===== config.mk =====
export PLATFORM = sky130hd
export DESIGN_NAME = mem_port_arbiter
export DESIGN_NICKNAME = d
export VERILOG_FILES = /design/src/rtl/mem_port_arbiter.sv
export SDC_FILE = /design/constraint.sdc
export NUM_CORES = 1
export LEC_CHECK = 0
export CAP_MARGIN = 10
export CORE_AREA = 2 2 118 120
export CTS_BUF_LIST = sky130_fd_sc_hd__clkbuf_8
export DETAILED_ROUTE_END_ITERATION = 8
export DIE_AREA = 0 0 120 122
export DONT_BUFFER_PORTS = 1
export GPL_ROUTABILITY_DRIVEN = 0
export GPL_TIMING_DRIVEN = 0
export HOLD_SLACK_MARGIN = 0.05
export PLACE_DENSITY = 0.67
export SLEW_MARGIN = 25
export SYNTH_ARGS = -nofsm -noshare
export SYNTH_HDL_FRONTEND = slang
export SYNTH_SLANG_ARGS = --single-unit

===== constraint.sdc =====
create_clock -name CLK -period 3.5 [get_ports CLK]
set_input_delay 0.525 -clock CLK [delete_from_list [all_inputs] [get_ports CLK]]
set_output_delay 0.525 -clock CLK [all_outputs]
set_load 0.005 [all_outputs]

===== src/rtl/mem_port_arbiter.sv =====
// Shares the single memory port between fetch, load and store requesters.
// Accepts one transaction at a time, issues it, and routes the response or a timeout error back.
module mem_port_arbiter #(
  parameter int ADDR_W       = 32,
  parameter int DATA_W       = 32,
  parameter int STARVE_LIMIT = 8,
  parameter int TIMEOUT      = 255
) (
  input  logic              CLK,
  input  logic              RESET,
  input  logic              fetch_req_valid,
  output logic              fetch_req_ready,
  input  logic [ADDR_W-1:0] fetch_req_addr,
  input  logic              read_req_valid,
  output logic              read_req_ready,
  input  logic [ADDR_W-1:0] read_req_addr,
  input  logic              write_req_valid,
  output logic              write_req_ready,
  input  logic [ADDR_W-1:0] write_req_addr,
  input  logic [DATA_W-1:0] write_req_data,
  output logic              fetch_resp_valid,
  output logic [DATA_W-1:0] fetch_resp_data,
  output logic              fetch_resp_err,
  output logic              read_resp_valid,
  output logic [DATA_W-1:0] read_resp_data,
  output logic              read_resp_err,
  output logic              write_resp_valid,
  output logic              write_resp_err,
  output logic              mem_req_valid,
  input  logic              mem_req_ready,
  output logic              mem_req_write,
  output logic [ADDR_W-1:0] mem_req_addr,
  output logic [DATA_W-1:0] mem_req_data,
  input  logic              mem_resp_valid,
  input  logic [DATA_W-1:0] mem_resp_data,
  input  logic              mem_resp_err
);

  localparam int SC_W = $clog2(STARVE_LIMIT) + 1;

  typedef enum logic [1:0] {IDLE, ISSUE, WAIT} state_t;
  typedef enum logic [1:0] {OWN_F = 2'd0, OWN_R = 2'd1, OWN_W = 2'd2} owner_t;

  state_t            state_q, state_d;
  owner_t            owner_q, owner_d;
  logic [ADDR_W-1:0] addr_q, addr_d;
  logic [DATA_W-1:0] data_q, data_d;
  logic              write_q, write_d;
  logic [7:0]        timer_q, timer_d;
  logic [SC_W-1:0]   starve_cnt_q, starve_cnt_d;
  logic [2:0]        resp_valid_q, resp_valid_d;
  logic [DATA_W-1:0] resp_data_q, resp_data_d;
  logic              resp_err_q, resp_err_d;
  logic              fetch_promoted;

  assign fetch_promoted = fetch_req_valid && (starve_cnt_q >= SC_W'(STARVE_LIMIT));

  always_ff @(posedge CLK or posedge RESET) begin
    if (RESET) begin
      state_q      <= IDLE;
      owner_q      <= OWN_F;
      addr_q       <= '0;
      data_q       <= '0;
      write_q      <= 1'b0;
      timer_q      <= '0;
      starve_cnt_q <= '0;
      resp_valid_q <= '0;
      resp_data_q  <= '0;
      resp_err_q   <= 1'b0;
    end else begin
      state_q      <= state_d;
      owner_q      <= owner_d;
      addr_q       <= addr_d;
      data_q       <= data_d;
      write_q      <= write_d;
      timer_q      <= timer_d;
      starve_cnt_q <= starve_cnt_d;
      resp_valid_q <= resp_valid_d;
      resp_data_q  <= resp_data_d;
      resp_err_q   <= resp_err_d;
    end
  end

  always_comb begin
    state_d      = state_q;
    owner_d      = owner_q;
    addr_d       = addr_q;
    data_d       = data_q;
    write_d      = write_q;
    timer_d      = timer_q;
    resp_valid_d = '0;
    resp_data_d  = '0;
    resp_err_d   = 1'b0;

    if (fetch_req_valid && !fetch_req_ready)
      starve_cnt_d = (starve_cnt_q == '1) ? starve_cnt_q : starve_cnt_q + SC_W'(1);
    else
      starve_cnt_d = '0;

    case (state_q)
      IDLE: begin
        if (write_req_ready) begin
          owner_d = OWN_W;
          addr_d  = write_req_addr;
          data_d  = write_req_data;
          write_d = 1'b1;
          state_d = ISSUE;
        end else if (read_req_ready) begin
          owner_d = OWN_R;
          addr_d  = read_req_addr;
          data_d  = '0;
          write_d = 1'b0;
          state_d = ISSUE;
        end else if (fetch_req_ready) begin
          owner_d = OWN_F;
          addr_d  = fetch_req_addr;
          data_d  = '0;
          write_d = 1'b0;
          state_d = ISSUE;
        end
      end
      ISSUE: begin
        if (mem_req_ready) begin
          timer_d = '0;
          state_d = WAIT;
        end
      end
      WAIT: begin
        timer_d = timer_q + 8'd1;
        // A real response takes precedence over a coincident timeout.
        if (mem_resp_valid) begin
          resp_valid_d[owner_q] = 1'b1;
          resp_data_d           = mem_resp_data;
          resp_err_d            = mem_resp_err;
          state_d               = IDLE;
        end else if (timer_q == 8'(TIMEOUT - 1)) begin
          resp_valid_d[owner_q] = 1'b1;
          resp_err_d            = 1'b1;
          state_d               = IDLE;
        end
      end
      default: state_d = IDLE;
    endcase
  end

  // Grant is combinational in IDLE; a promoted fetch overrides the fixed W > R > F order.
  always_comb begin
    fetch_req_ready = 1'b0;
    read_req_ready  = 1'b0;
    write_req_ready = 1'b0;
    if (state_q == IDLE && !RESET) begin
      if (fetch_promoted)       fetch_req_ready = 1'b1;
      else if (write_req_valid) write_req_ready = 1'b1;
      else if (read_req_valid)  read_req_ready  = 1'b1;
      else if (fetch_req_valid) fetch_req_ready = 1'b1;
    end
    mem_req_valid = (state_q == ISSUE);
  end

  assign mem_req_write    = write_q;
  assign mem_req_addr     = addr_q;
  assign mem_req_data     = data_q;

  assign fetch_resp_valid = resp_valid_q[OWN_F];
  assign read_resp_valid  = resp_valid_q[OWN_R];
  assign write_resp_valid = resp_valid_q[OWN_W];
  assign fetch_resp_data  = resp_valid_q[OWN_F] ? resp_data_q : '0;
  assign read_resp_data   = resp_valid_q[OWN_R] ? resp_data_q : '0;
  assign fetch_resp_err   = resp_valid_q[OWN_F] & resp_err_q;
  assign read_resp_err    = resp_valid_q[OWN_R] & resp_err_q;
  assign write_resp_err   = resp_valid_q[OWN_W] & resp_err_q;

endmodule


==> metrics, run 1 <==
DRT iter0 DRCs 104; mean number of vias per cell 5.66; CTS Root Cell clkbuf_8; TritonCTS Buffers 17; met1 Usage GRT 20.3%; Cell Pwr Density 754 mW/mm^2; Power, Total approximately 0.0045 W; half-perimeter wire length after placement 11.9 mm; routed via count 4073; synthesis-stage register bit count 116; status finished, final reports clean; top cells by area in the synthesized netlist dfrtp_1 (55%), and2_1 (8.0%), a22o_1 (5.3%); overall die area 0.0146 mm^2; EDFF count, synth 0; vias in the first global route 4159; crit-path leading delay family simple AND/OR/NAND/NOR gates; crit end category output port; Skew-Pair Late Insertion Delay between 0.4 and 0.5 ns; Seq/Total Area, Yosys between 50% and 60%; Total GRT Usage 20.3%; Synth Area in Compound Gates 20.5%; DIE WIDTH 120 um; total number of yosys warnings 0; CP cell instances nor3_1, and3_1, buf_2, buf_2; I/O Buffers 0; post-route clock skew around 0.0083 ns; row cnt 43; pre-CTS setup slack 1.22 ns; mux cell area share after synthesis 0%; total global routing overflow 0; net count after synthesis 674; syn avg cell area 10.5 um^2; Initial Utilization 39.0%; final setup margin 0.831 ns; Peak Freq 375 MHz; Setup TNS Final 0 ns; delay of the slowest critical-path stage 0.57 ns; H-tree Lvls 4; postcts setup bufs 0; max cap viols 0; Crit Path Class flip-flop to output port; number of library cell types mapped by synthesis 33; M3 GR Usage under 10%; Async SR Flop Fraction 100%; met2 Use GR 37.7%; Pins Over Slew Limit 0; buffers and inverters on the worst path 2; Final Cycle Share 76.3%; final hold vios 0; share of cells above drive strength 1 8.35%; crit path DAT ~2.1 ns; RSZ-0062 raised after global routing no; chip height 122 um; top post-synthesis cells by count dfrtp_1 (116), and2_1 (67), nand2_1 (39); CTS tree built; Boundary Pins 307; Util after Layout 44.6%; drc violations 0; Core ar. 0.0135 mm^2; Max VDD drop 0.323 mV; Top Usage Layer GRT met2; Reg clk slew, reported paths 0.07 ns; Routed Antenna Nets 0; Diodes inserted 0; Worst Hold Class primary input to flip-flop; Post-Synth Simple-Gate Area a little under a fifth; final net count 698; final setup vio count 0; clk sinks 116; share of the synthesized area in the top cell type a little under three fifths; Cells after Synth 502; WL per Instance 21.0 um; CP most frequent cell buf_2; Fin Hold WS 0.207 ns; Slew headroom 44.5%; post-synthesis xor/xnor area fraction 0.831%; area leader, netlist dfrtp_1; DR pass1 iterations 4; Req. time, crit path 2.97 ns; CP Launch Type flip-flop; main combinational cell family by area after synthesis compound AO/OA/AOI/OAI gates; leakage 2.81 nW; Synth Area in Adders 0.950%; crit-path max FO 10; area growth from synthesis to layout 14.2%; CP max stage cell nor3_1; actual slew at the worst max-slew pin 0.827 ns; first-pass GRT wire length ~23 mm; fin crit period 2.67 ns; DRT Wirelength around 15 mm; count leader, synth dfrtp_1; clock tree buffer depth 2; initial antenna violation count 0; ys flop type dfrtp_1; Synth Cell Area 0.00527 mm^2; largest net degree at the start of global routing 32
sequential cells by signal (all words and copies together) (netlist names):
name / count
owner_q: 2
resp_err_q: 1
state_q: 2
resp_valid_q: 3
timer_q: 8
mem_req_data: 32
resp_data_q: 32
starve_cnt_q: 4
mem_req_addr: 32
cell usage in the layout (no fill, tap or decap), types with 2 or more instances in the layout:
master     instances
dfrtp_1          116
clkbuf_1          32
xnor2_1            3
nor3b_1            2
ha_1               4
xor2_1             2
nand4_1            3
o21ai_0           12
buf_2              8
and2_1            67
nand2_1           39
a21oi_1            3
nand3b_1           2
nand2b_1           3
a22o_1            32
a21o_1             2
nand3_1            5
clkbuf_8          17
buf_6              3
nor3_1             3
buf_12             4
and3_1            36
a211oi_1           2
o22ai_1           32
clkinv_2           4
nor2_1            13
o21ai_1           30
nor2b_1            2
bufinv_16          5
inv_1             12
o2bb2ai_1         32
layer usage:
layer  share of wire [%]  vias to the layer above
li1                    -                     1841
met5                   0                        -
met3                 9.9                       17
met4                 1.6                        0
met2                  53                      231
met1                  36                     1984
worst register-to-register path, cell delays in order, from the launching register on:
cell and delay (ns):
dfrtp_1 0.48, nor3_1 0.57, o31ai_2 0.35, buf_2 0.29
buf_2 0.21, nand2_1 0.09, o21ai_1 0.07
stage by stage:
step,instances,instance area [um^2]
finish,719,6020
floorplan,502,5270
global placement,682,5500
detailed placement,686,5580
CTS,719,6020
global route,719,6020
area by class of cell:
| type | instances | area (um^2) |
|---|---|---|
| buffer | 43 | 194 |
| clock buffer | 17 | 234 |
| clock inverter | 15 | 198 |
| fill | 1312 | 7480 |
| inverter | 8 | 33.8 |
| multi-input combinational | 335 | 2140 |
| sequential | 116 | 2900 |
| tap | 180 | 225 |
| timing repair buffer | 5 | 90.1 |
what timing repair did:
action                                 in CTS  in global routing
endpoints found under the hold margin       3                  0
hold buffers                                1                  0
resized for setup                           0                  0
cells by family after synthesis:
group                      after synthesis
xor gates and xnor gates                 5
DFF                                    116
buffers and inverters                   51
adders and majority gates                4
and+or+nand+nor                        176
AOI/OAI and AO/OA                      150
where the power goes:
group / internal (W) / total, W / switching (W) / leakage, nW
clock: 0.000831 / 0.00136 / 0.000529 / 0.240
combinational: 0.000433 / 0.00102 / 0.000587 / 1.05
sequential: 0.00177 / 0.00216 / 0.000393 / 1.52
total: 0.00303 / 0.00454 / 0.00151 / 2.81
worst paths after layout:
kind,start,depth (start not counted),slack (ns),end
max,state_q[1]$_DFFE_PP0P_,4,0.83,write_req_ready
min,mem_req_ready,1,0.21,state_q[0]$_DFFE_PP0P_
max reg2reg,state_q[1]$_DFFE_PP0P_,6,1.31,mem_req_addr[2]$_DFFE_PP0P_
min reg2reg,owner_q[0]$_DFFE_PP0P_,1,0.49,resp_valid_q[0]$_DFF_PP0_
max in group asynchronous,RESET,4,2.37,resp_data_q[29]$_DFF_PP0_
min in group asynchronous,RESET,2,0.50,mem_req_addr[14]$_DFFE_PP0P_
Power figures use the tool's default switching activity.
==> inputs of run 2 (changes only) <==
clock period = 2.45 ns   (was 3.5 ns; I/O delays follow)
==> run 2 against run 1 <==
Compared with the run above:
- critical endpoint unchanged
- worst hold slack got worse by 0.12 ns
- die area is the same
- setup slack worse by 0.62 ns
- count of clock-buffer cells in the layout is the same
- critical path depth unchanged
- final cell count grew 4.5%
- combinational power up 48%
- sequential cell count stayed put
- critical path type unchanged
==> metrics, run 2 (same netlist as run 1, synthesis figures left out) <==
status finished, final reports clean (unchanged); Final Cycle Share 91.5%; initial antenna violation count 0 (unchanged); Routed Antenna Nets 0 (unchanged); HP Start write_req_data[18] (was mem_req_ready); actual slew at the worst max-slew pin 0.811 ns (was 0.827 ns); filler instances 1278 (was 1312); Clk network pwr share 29.6% (was 30.0%); Worst Hold Class primary input to flip-flop (unchanged); Flop pwr share 47.3% (was 47.5%); final hold vios 0 (unchanged); routed via count 4199 (was 4073); row cnt 43 (unchanged); DR pass1 iterations 4 (unchanged); Worst Reg-to-Reg Cells 4 (was 6); drc violations 0 (unchanged); CTS tree built (unchanged); commonest non-fill, non-tap cells in the layout dfrtp_1 (116), and2_1 (67), nand2_1 (39) (unchanged); Cell Pwr Density 1030 mW/mm^2 (was 754 mW/mm^2); Fin Hold WS 0.0904 ns (was 0.207 ns); CP Launch Type flip-flop (unchanged); Slew headroom 45.6% (was 44.5%); combinational share of power 23.1% (was 22.5%); DP Area 0.00558 mm^2 (unchanged); crit path DAT 1.87 ns (was 2.14 ns); vias in the first global route 4312 (was 4159); clock tree buffer depth 2 (unchanged); Max VDD drop 0.476 mV (was 0.323 mV); Crit Path Class flip-flop to output port (unchanged); TritonCTS Buffers 17 (unchanged); clk sinks 116 (unchanged); largest net degree at the start of global routing 32 (unchanged); Final Non-Filler Cells 751 (was 719); DIE WIDTH 120 um (unchanged); max cap viols 0 (unchanged); r2r endpoint mem_req_addr[31]$_DFFE_PP0P_ (was mem_req_addr[2]$_DFFE_PP0P_); Finished Cell Area 0.00635 mm^2 (was 0.00602 mm^2); overall die area 0.0146 mm^2 (unchanged); final net count 730 (was 698); CTS Root Cell clkbuf_8 (unchanged); Psw 0.00219 W (was 0.00151 W); chip height 122 um (unchanged); area taken by multi-input logic gates 0.00215 mm^2 (was 0.00214 mm^2); Hold Path Cell Cnt 1 (unchanged); post-route clock skew 0.00784 ns (was 0.00834 ns); half-perimeter wire length after placement 11.9 mm (unchanged); Initial Utilization 39.0% (unchanged); register area 0.00290 mm^2 (unchanged); share of cells above drive strength 1 8.06% (was 8.35%); DRT iter0 DRCs 100 (was 104); most common cell after layout, fill and taps aside dfrtp_1 (unchanged); total global routing overflow 0 (unchanged); H-tree Lvls 4 (unchanged); I/O Buffers 0 (unchanged); crit-path max FO 10 (unchanged); Core ar. 0.0135 mm^2 (unchanged); Pins Over Slew Limit 0 (unchanged); first-pass GRT wire length 23.6 mm (was 22.5 mm); internal power 0.00437 W (was 0.00303 W); final setup vio count 0 (unchanged); crit end category output port (unchanged); area growth from synthesis to layout 20.5% (was 14.2%); r2r setup slk 0.56 ns (was 1.31 ns); Util after Layout 47.0% (was 44.6%); Req. time, crit path 2.08 ns (was 2.97 ns); DP Cell Count 686 (unchanged); Setup TNS Final 0 ns (unchanged); leakage 2.95 nW (was 2.81 nW); fin crit period 2.24 ns; beginning of the worst register-to-register path state_q[1]$_DFFE_PP0P_ (unchanged); DRT Wirelength 15.7 mm (was 15.1 mm); hold path endpoint mem_req_data[18]$_DFFE_PP0P_ (was state_q[0]$_DFFE_PP0P_); Reg clk slew, reported paths 0.07 ns (about the same); Skew-Pair Late Insertion Delay 0.43 ns (was 0.42 ns); Peak Freq ~450 MHz; Total GRT Usage 21.3% (was 20.3%); mean number of vias per cell 5.59 (was 5.66); switching part of the total 33.4% (was 33.2%); Boundary Pins 307 (unchanged); RSZ-0062 raised after global routing no (unchanged); Diodes inserted 0 (unchanged); WL per Instance 20.9 um (was 21.0 um)
-- run 2: cell count changes in the layout (fill, tap and decap cells not counted), sizes merged --
cell,previous run,this run
dlygate4sd3,1,33
-- run 2: per-layer routing --
layer  GRT usage, %  part of all wire, %
met1           21.2                   35
met2           39.5                   54
met3           8.80                  9.2
met4           7.72                  2.0
met5              0                    0
-- run 2: repair_timing --
action                     CTS  global route
setup buffers                0             0
resized for setup            1             1
hold endpoints to repair    91             1
setup endpoints to repair    2             1
hold buffers                32             1
-- run 2: final cells by class --
cell class / count / area share [%]
plain buffers: 43 / 3.05
clock inverters: 15 / 3.11
multi-input cells: 335 / 33.9
repair buffers: 37 / 6.46
flip-flops and latches: 116 / 45.7
clock buffers: 17 / 3.68
well taps: 180 / 3.55
inverters: 8 / 0.532
-- run 2: worst max path at each step --
stage          cells after the start  slack, ns                   start                     endpoint
6_report                           4       0.21  state_q[1]$_DFFE_PP0P_              write_req_ready
5_1_grt                            4       0.06  state_q[1]$_DFFE_PP0P_              write_req_ready
4_1_cts                            4       0.07  state_q[1]$_DFFE_PP0P_              write_req_ready
3_5_place_dp                       6       0.22  state_q[1]$_DFFE_PP0P_  mem_req_addr[2]$_DFFE_PP0P_
3_3_place_gp                       1       0.09                   RESET    resp_data_q[25]$_DFF_PP0_
2_1_floorplan                      1       0.67                   RESET  mem_req_addr[0]$_DFFE_PP0P_
-- run 2: metrics by stage --
stage / total power [W] / setup WS (ns)
floorplan: 0.00406 / 0.669
global placement: 0.00450 / 0.0874
detailed placement: 0.00460 / 0.218
CTS: 0.00661 / 0.0679
global route: 0.00699 / 0.0590
finish: 0.00655 / 0.208
-- run 2: worst max-delay path, stage by stage, from the launching register on --
cell	delay (ns)
dfrtp_1	0.50
nor3_4	0.33
and3_1	0.19
buf_2	0.17
buf_2	0.25
-- run 2: power by group through the flow --
stage	logic [W]	clock network, W	registers, W
5_1_grt	0.00172	0.00209	0.00318
3_5_place_dp	0.00148	0	0.00312
6_report	0.00151	0.00194	0.00310
3_3_place_gp	0.00139	0	0.00311
2_1_floorplan	0.00115	0	0.00292
4_1_cts	0.00152	0.00199	0.00310
==> patch, RTL diff (flow settings as in run 2) <==
Set the parameter `STARVE_LIMIT` to 4 (it was 8).
--- a/src/rtl/mem_port_arbiter.sv
+++ b/src/rtl/mem_port_arbiter.sv
@@ -3,7 +3,7 @@
 module mem_port_arbiter #(
   parameter int ADDR_W       = 32,
   parameter int DATA_W       = 32,
-  parameter int STARVE_LIMIT = 8,
+  parameter int STARVE_LIMIT = 4,
   parameter int TIMEOUT      = 255
 ) (
   input  logic              CLK,
Function: same outputs for any inputs over 4 cycles, from zero or initial values and one cycle with RESET high; that may be too few to reach the edited logic, so the function may still have changed.
==> patch against run 2 <==
Clock skew is 2.2 ps lower. Hold slack worse by 3.0 ps. Synthesized area increased by 17%. Count of clock-buffer cells in the layout did not move. Wire length up 11%. Maximum frequency increased by 0.80%. Total power grew 6.6%. Sequential cell count decreased by 1. Synthesized cell count increased by 12%. Non-clock buffer count increased by 18. Setup slack improved by 18 ps. Cell area up 15%. Utilization grew 6.8 points. Critical path type unchanged.
==> patch: results <==
set metrics [dict create \
    p_sw_mw 2.530 \
    synthTopCellsByCount "115 x dfrtp_1, 69 x and2_1, 39 x clkbuf_1" \
    pre_cts_ws_ps 163.3 \
    syn_area_per_cell_um2 10.91 \
    num_vias 4972 \
    synth_area_leaders "dfrtp_1 47%, a221oi_2 7.3%, and2_1 7.0%, mux2i_1 5.9%, a22o_1 4.7%" \
    grt_max_degree 34 \
    clock_power_mw 1.91 \
    placed_area_mm2 0.006441 \
    holdWs_ps 87.40 \
    outcome "completed" \
    seqPwrFrac_pct 45.1 \
    vdd_drop_max_mv 0.5272 \
    grt_pass1_wl_mm 27.02 \
    skew_ps 5.643 \
    holdPathEnd "resp_data_q[3]" \
    wl_per_cell_um 21.22 \
    p_int_mw 4.456 \
    dp.cells 747 \
    cts_resized 4 \
    nets 797 \
    r2r_cells 5 \
    grtUsageTotal_pct 23.56 \
    fillers 1206 \
    rr_endpoint "mem_req_addr[23]" \
    cp_slowest_stage_delay_ps 470 \
    mappedNetlistNets 736 \
    drtIter0Drc 276 \
    yosys.cell_types.count 41 \
    worstMarginPinSlew_ps 788.3 \
]
==> patch: cell types whose count changed in the layout (fill, tap and decap cells not counted), sizes merged, moves of 9 or more <==
cell,delta
nor2,-9
nand2b,+31
mux2i,+36
o2bb2ai,-31
a221oi,+32
o41ai,+32
nand2,-32
a21oi,+29
or2,+32
o22ai,-32
o21ai,-36
==> patch: worst max path at each step <==
stage	startpoint	to	slack (ps)	depth (start not counted)
floorplan	RESET	mem_req_addr[0]	680	1
finish	state_q[0]	read_req_ready	230	4
global placement	RESET	mem_req_data[22]	100	1
detailed placement	state_q[1]	read_req_ready	160	4
CTS	state_q[0]	read_req_ready	1	4
global route	state_q[0]	read_req_ready	80	4
==> patch: logic make-up after synthesis <==
logic type	Yosys count	share of synthesized area [%]
flip-flops	115	46.78
multiplexers	36	5.857
XOR/XNOR	2	0.2848
adder cells (fa/ha/maj)	4	0.8135
buffers and inverters	61	4.759
AO/OA/AOI/OAI	145	21.42
AND/OR/NAND/NOR	201	20.09
==> patch: layer usage <==
| metal | vias up | wire length (µm) | track usage (%) |
|---|---|---|---|
| li1 | 2206 | - | - |
| met1 | 2492 | 6631 | 27.35 |
| met2 | 245 | 9044 | 40.48 |
| met3 | 29 | 1385 | 7.912 |
| met4 | 0 | 320 | 8.824 |
| met5 | - | 0 | 0 |
==> patch: final cells by class <==
class	count	area, µm²	share of cell area, %
repair buffers	43	457.9	6.294
plain buffers	55	272.8	3.749
multi-input cells	388	2993	41.13
clock buffers	17	234.0	3.216
clock inverters	15	190.2	2.614
inverters	5	22.52	0.3095
flip-flops and latches	115	2878	39.55
diodes	1	2.502	0.03439
well taps	180	225.2	3.095
==> patch: critical path: cells and delay by family, from the launching register on <==
family                 cells  cell delay, ps
buffers and inverters      1             310
DFF                        1             470
and+or+nand+nor            3             640
